### src/rtl/map_sequencer.sv
// ---------------------------------------------------------------------------
// map_sequencer
//
// Drives a job word through an external combinational mapper a fixed number
// of times, then offers the final state on a valid/ready output.
//
// Flow: IDLE accepts a job (in_valid) and loads it. RUN feeds the state
// register through map_in/map_out once per clock. DONE holds the result
// until out_ready. One job is in flight at a time; there is no queuing.
//
// Parameters
//   N, M         matrix rows/columns; the state word is N*M bits, row-major
//   ROUNDS       mapper applications per job (1..31)
//   CntBitCount  round counter width; ROUNDS must not exceed 2**CntBitCount
//
// Ports
//   clk        sole clock, rising edge
//   rst        asynchronous active-high reset
//   in_valid   job word offered
//   in_ready   sequencer accepts a job (high only in IDLE)
//   in_data    job state, N*M bits
//   map_in     state register, driven to the external mapper
//   map_out    mapper result for map_in, same cycle
//   out_valid  result available (DONE)
//   out_ready  consumer takes the result
//   out_data   final state (the state register)
//   round_idx  current round number
//   busy       high while in RUN
//
// Build option
//   MAP_SEQ_EARLY_STOP_EN  when defined, RUN ends as soon as the mapper
//                          reaches a fixed point (map_out == state).
// ---------------------------------------------------------------------------
module map_sequencer #(
    parameter int unsigned N           = 5,
    parameter int unsigned M           = 5,
    parameter int unsigned ROUNDS      = 24,
    parameter int unsigned CntBitCount = 5
) (
    input  logic                   clk,
    input  logic                   rst,
    input  logic                   in_valid,
    output logic                   in_ready,
    input  logic [N*M-1:0]         in_data,
    output logic [N*M-1:0]         map_in,
    input  logic [N*M-1:0]         map_out,
    output logic                   out_valid,
    input  logic                   out_ready,
    output logic [N*M-1:0]         out_data,
    output logic [CntBitCount-1:0] round_idx,
    output logic                   busy
);

    localparam int unsigned W = N * M;

    // Round index at which RUN performs its final mapper application.
    localparam logic [CntBitCount-1:0] LastRound = CntBitCount'(ROUNDS - 1);
    localparam logic [CntBitCount-1:0] RoundOne  = CntBitCount'(1);

    typedef enum logic [1:0] {
        StIdle,
        StRun,
        StDone
    } state_e;

    state_e                 state_q;
    logic [W-1:0]           data_q;
    logic [CntBitCount-1:0] round_q;
    logic                   in_ready_q;
    logic                   out_valid_q;
    logic                   busy_q;

    logic                   last_round;
    logic                   fixed_point;

    assign last_round = (round_q == LastRound);

`ifdef MAP_SEQ_EARLY_STOP_EN
    // Further rounds cannot change a fixed point, so stop early.
    assign fixed_point = (map_out == data_q);
`else
    assign fixed_point = 1'b0;
`endif

    // Single-process FSM; all outputs are registered alongside the state.
    always_ff @(posedge clk or posedge rst) begin
        if (rst) begin
            state_q     <= StIdle;
            data_q      <= '0;
            round_q     <= '0;
            in_ready_q  <= 1'b1;
            out_valid_q <= 1'b0;
            busy_q      <= 1'b0;
        end else begin
            unique case (state_q)
                StIdle: begin
                    if (in_valid) begin
                        data_q     <= in_data;
                        round_q    <= '0;
                        in_ready_q <= 1'b0;
                        busy_q     <= 1'b1;
                        state_q    <= StRun;
                    end
                end

                StRun: begin
                    data_q <= map_out;
                    if (last_round || fixed_point) begin
                        // Counter freezes on the final round rather than
                        // stepping past ROUNDS-1.
                        busy_q      <= 1'b0;
                        out_valid_q <= 1'b1;
                        state_q     <= StDone;
                    end else begin
                        round_q <= round_q + RoundOne;
                    end
                end

                StDone: begin
                    if (out_ready) begin
                        out_valid_q <= 1'b0;
                        in_ready_q  <= 1'b1;
                        state_q     <= StIdle;
                    end
                end

                default: begin
                    state_q     <= StIdle;
                    in_ready_q  <= 1'b1;
                    out_valid_q <= 1'b0;
                    busy_q      <= 1'b0;
                end
            endcase
        end
    end

    assign in_ready  = in_ready_q;
    assign map_in    = data_q;
    assign out_data  = data_q;
    assign out_valid = out_valid_q;
    assign round_idx = round_q;
    assign busy      = busy_q;

endmodule

### config.mk
export PLATFORM = sky130hd
export DESIGN_NAME = map_sequencer
export DESIGN_NICKNAME = d
export VERILOG_FILES = /design/src/rtl/map_sequencer.sv
export SDC_FILE = /design/constraint.sdc
export NUM_CORES = 1
export LEC_CHECK = 0
export ABC_CLOCK_PERIOD_IN_PS = 2800
export CAP_MARGIN = 20
export CORE_ASPECT_RATIO = 0.9
export CORE_MARGIN = 5
export CORE_UTILIZATION = 40
export CTS_CLUSTER_DIAMETER = 200
export DETAILED_ROUTE_END_ITERATION = 12
export GPL_TIMING_DRIVEN = 0
export PLACE_DENSITY = 0.86
export SLEW_MARGIN = 15
export SYNTH_ARGS = -nofsm -noshare
export SYNTH_HDL_FRONTEND = slang
export SYNTH_SLANG_ARGS = --single-unit
### constraint.sdc
create_clock -name clk -period 2.8 [get_ports clk]
set_input_delay 0.7 -clock clk [delete_from_list [all_inputs] [get_ports clk]]
set_output_delay 0.7 -clock clk [all_outputs]
set_load 0.01 [all_outputs]
# Word level (Yosys, flattened, before mapping)

Cells that the tools add are included.

Register bits after elaboration: 35
Input port bits: 54
Output and inout bits: 58
Word-level logic and storage cells: 43

Add/subtract/negate cells: 1
Eq/ne operators: 7
Muxes and demuxes: 18
Bitwise logic cells: 3
Reductions and logical operators: 8

Operators with widths:

| kind                  | count |
|---|---|
| $pmux W25 S2          | 1 |
| $mux W25              | 1 |
| $reduce_and A3 Y1     | 5 |
| $mux W5               | 2 |
| $pmux W5 S2           | 1 |
| $pmux W1 S3           | 3 |
| $ne A2 B2 Y1 const B  | 4 |
| $mux W1               | 6 |
| $mux W2               | 3 |
| $pmux W2 S3           | 1 |
| $add A5 B1 Y5 const B | 1 |
| $eq A5 B5 Y1 const B  | 1 |
| $not A1 Y1            | 3 |
| $eq A2 B1 Y1 const B  | 1 |
| $eq A2 B2 Y1 const B  | 1 |
| $logic_not A2 Y1      | 1 |
| $reduce_and A2 Y1     | 1 |
| $reduce_bool A2 Y1    | 1 |

# Logic depth before layout (Yosys ltp)

Word-level depth: 3
Depth in mapped cells: 6
Mapped depth without buffers: 4

# Worst setup path before layout

Ideal clock, no wire load.

Path kind: input -> register
Start: in in_valid
End: reg data_q[0] (netlist: map_in[0])
Setup time: 0.141 ns
Arrival time: 1.447 ns
Required time: 2.659 ns
Path slack: 1.212 ns
Stages on the path: 5
Buffers on the path: 2
Cell sequence: or3b_1 > buf_2 > buf_6 > nand2_1 > a31oi_1

Word-level cells in the longest chain between the ends: 2

Ends and longest elaborated chain:

| item                        | line | text |
|---|---|---|
| from (decl)                 | 42   | `input logic in_valid,` |
| $ne A2 B2 Y1 (no line)      | n/a  |  |
| $reduce_and A2 Y1 (no line) | n/a  |  |
| to (signal assigned)        | 98   | `data_q <= in_data;` |
| to (signal assigned)        | 107  | `data_q <= map_out;` |
| to (decl)                   | 67   | `logic [W-1:0] data_q;` |

Every way passes these cells.
A chain may end at the register's enable or synchronous reset.

# Worst setup path after layout

Start: reg in_ready_q (netlist: in_ready)
End: out in_ready

RTL lines:

| item                   | line | text |
|---|---|---|
| from (decl)            | 69   | `logic in_ready_q;` |
| from (signal assigned) | 91   | `in_ready_q <= 1'b1;` |
| from (signal assigned) | 100  | `in_ready_q <= 1'b0;` |
| from (signal assigned) | 122  | `in_ready_q <= 1'b1;` |
| to (decl)              | 43   | `output logic in_ready,` |

No word-level cell between the ends.

==> metrics.yaml <==
routing:
  first_pass_iters: 4
  drc: 0
  wl_per_cell_um: 14.52
  routed_via_density: 4.858
  drt_wl_total_um: 5722
  postRouteAntennaNets: 0
  drt_iter0_drc: 53
  vias: 1914
clock_network:
  cts_max_level: 2
  cts_buffers: 5
  hold_buffers: 0
  root_buffer: "clkbuf_8"
  cts_sinks: 35
  cts_max_path_buffers: 2
  clk_latency_ps: 280
  path_clk_slew_ps: 60
  postCtsSetupBuffers: 0
  cts.repair.resized: 0
  cts_tree: "done"
global_routing:
  grt_pass1_vias: 1883
  grt_pass1_wl_um: 9039
  grt-ovfl-total: 0
  grt_max_degree: 36
  track_usage: 0.1952
  antenna_found_initial: 0
worst_setup_path:
  critPathCaptureType: "primary output"
  cp.buffers_inverters: 1
  cp-endpoint: "in_ready"
  r2r_slack_ps: 1240
  cp_cell_sequence: "clkdlybuf4s50_1"
  cp_num_cells: 1
  cp_slowest_cell: "dfstp_2"
  reg2reg_from: "round_idx[0]"
  worstPathArrival_ps: 1340
  cp.required_ps: 2100
  cp_max_fo: 3
  cpLargestDelayFamily: "flip-flops"
  critical_path.max_stage_delay_ps: 540
  worst_setup_path_start_kind: "register"
  cp-startpoint: "in_ready"
  critPathKind: "register to primary output"
  r2r-end: "round_idx[3]"
  reg2reg_depth: 4
logic_synthesis:
  synth-seq-area-share: 0.4772
  synth_mux_area_frac: 0.01089
  synth_largest_area_cell: "dfrtp_1"
  synth_top_family_by_area: "simple AND/OR/NAND/NOR gates"
  synth_area_um2: 1838
  yosys-top-cells-area: "dfrtp_1 (46%), nand2_1 (11%), buf_4 (11%)"
  netlist_instances: 213
  synth_seq_cells: 35
  ys_types: 24
  synth_xor_xnor_area_share: 0
  synth_nets: 268
  synthSimpleGateAreaFrac: 0.2335
  synthAdderAreaFrac: 0.006807
  synth_compound_area_frac: 0.1191
  synth_warnings: 0
  synth_top_area_frac: 0.4629
  syn_avg_cell_area_um2: 8.629
status:
  status: "completed"
timing:
  finalSetupViolCount: 0
  max-slew-margin-rel: 0.5158
  finalCriticalPeriod_ps: 2045
  rsz0062_at_grt: "false"
  fin_skew_ps: 5.032
  max_slew.worst_pin.slew_ps: 725.3
  slew_violations: 0
  setup_tns_ps: 0
  hold_violations: 0
  finalCritPeriodShare: 0.7302
  max_freq_mhz: 489.1
power:
  p_leak_nw: 1.359
  pwr_density_cell_nw_per_um2: 1099
  ir_drop_mv: 0.5908
floorplan:
  std_cell_rows: 23
  design.die.area_um2: 6053
  start_util: 0.4121
  dieWidth_um: 81.46
  ios: 112
  coreArea_um2: 4461
  die_h_um: 74.31
final_layout:
  layout_common_cells: "clkdlybuf4s50_1 (111), nand2_1 (55), dfrtp_1 (34)"
  regArea_um2: 877.1
  diodes: 0
  finalNetCount: 386
  n_fill_cell: 361
  area_delta_synth_final_pct: 69.64
  drive_gt1_frac: 0.1386
  mostFrequentLayoutCell: "clkdlybuf4s50_1"
  multiInputGateArea_um2: 680.7
  finalInstanceArea_um2: 3118
place:
  placed_cell_area_um2: 3027
  dp_hpwl_um: 4469
  io_buffers: 111
  gp_congestion: 0.7881
min_path:
  min-delay-path-class: "register to register"
run:
  max_cap_viol_count: 0
## layer usage
| layer | vias up | track usage | share of wire |
|---|---|---|---|
| met1 | 913 | 0.2353 | 0.39 |
| met3 | 6 | 0.05327 | 0.082 |
| met4 | 0 | 0.04128 | 0.0065 |
| met5 | - | 0 | 0 |
| li1 | 921 | - | - |
| met2 | 74 | 0.3490 | 0.52 |
## stage by stage
stage,setup WS (ps),power [mW],util,instances,hold WS (ps)
floorplan,1212,1.968,-,213,530.1
global placement,513.8,3.018,0.6785,386,504.6
detailed placement,578.4,3.086,0.6785,386,534.9
CTS,742.2,3.471,0.6990,394,550.0
global route,709.1,3.683,0.6990,394,576.8
finish,755.3,3.428,0.6990,394,536.2
## area by class of cell
cell class,instances,area share
buffer,37,0.08628
clock buffer,7,0.02769
clock inverter,1,0.001605
inverter,3,0.003612
multi-input combinational,138,0.2183
sequential,35,0.2813
tap,62,0.02488
timing repair buffer,111,0.3563
## cell usage after synthesis
| master | number |
|---|---|
| a21oi_1 | 5 |
| a31oi_1 | 25 |
| and4b_1 | 2 |
| buf_2 | 5 |
| buf_4 | 27 |
| buf_6 | 3 |
| clkbuf_1 | 2 |
| dfrtp_1 | 34 |
| dfstp_2 | 1 |
| ha_1 | 1 |
| inv_1 | 3 |
| mux2i_1 | 2 |
| nand2_1 | 55 |
| nand2b_1 | 3 |
| nand3_1 | 4 |
| nor2_1 | 28 |
| nor2b_1 | 3 |
| nor3_1 | 1 |
| nor3b_4 | 1 |
| o21ai_0 | 4 |
| o21ai_2 | 1 |
| o2bb2ai_1 | 1 |
| or3b_1 | 1 |
| or4_1 | 1 |
## logic make-up after synthesis
kind of cell,after synthesis
flip-flops,35
adder cells (fa/ha/maj),1
AND/OR/NAND/NOR,99
multiplexers,2
buffers and inverters,40
AO/OA/AOI/OAI,36
## registers in the layout (all words and copies together) (netlist names)
name / flops
map_in: 25
round_idx: 5
state_q: 2
busy: 1
in_ready: 1
out_valid: 1
## power by group
group          switching, mW  internal [mW]  total [mW]  leakage (nW)
sequential             0.217          0.749       0.966         0.401
clock                  0.173          0.198       0.371        0.0482
combinational          0.872           1.22        2.09         0.910
total                   1.26           2.17        3.43          1.36
## worst min-delay path by stage
stage,from,endpoint,slack (ps),cells after the start
finish,out_valid,out_valid,540,2
detailed placement,busy,busy,530,2
floorplan,out_valid,out_valid,530,2
global placement,out_valid,out_valid,500,2
CTS,in_ready,in_ready,550,2
global route,out_valid,out_valid,580,2
No activity file was read; power rests on OpenSTA's default activity.
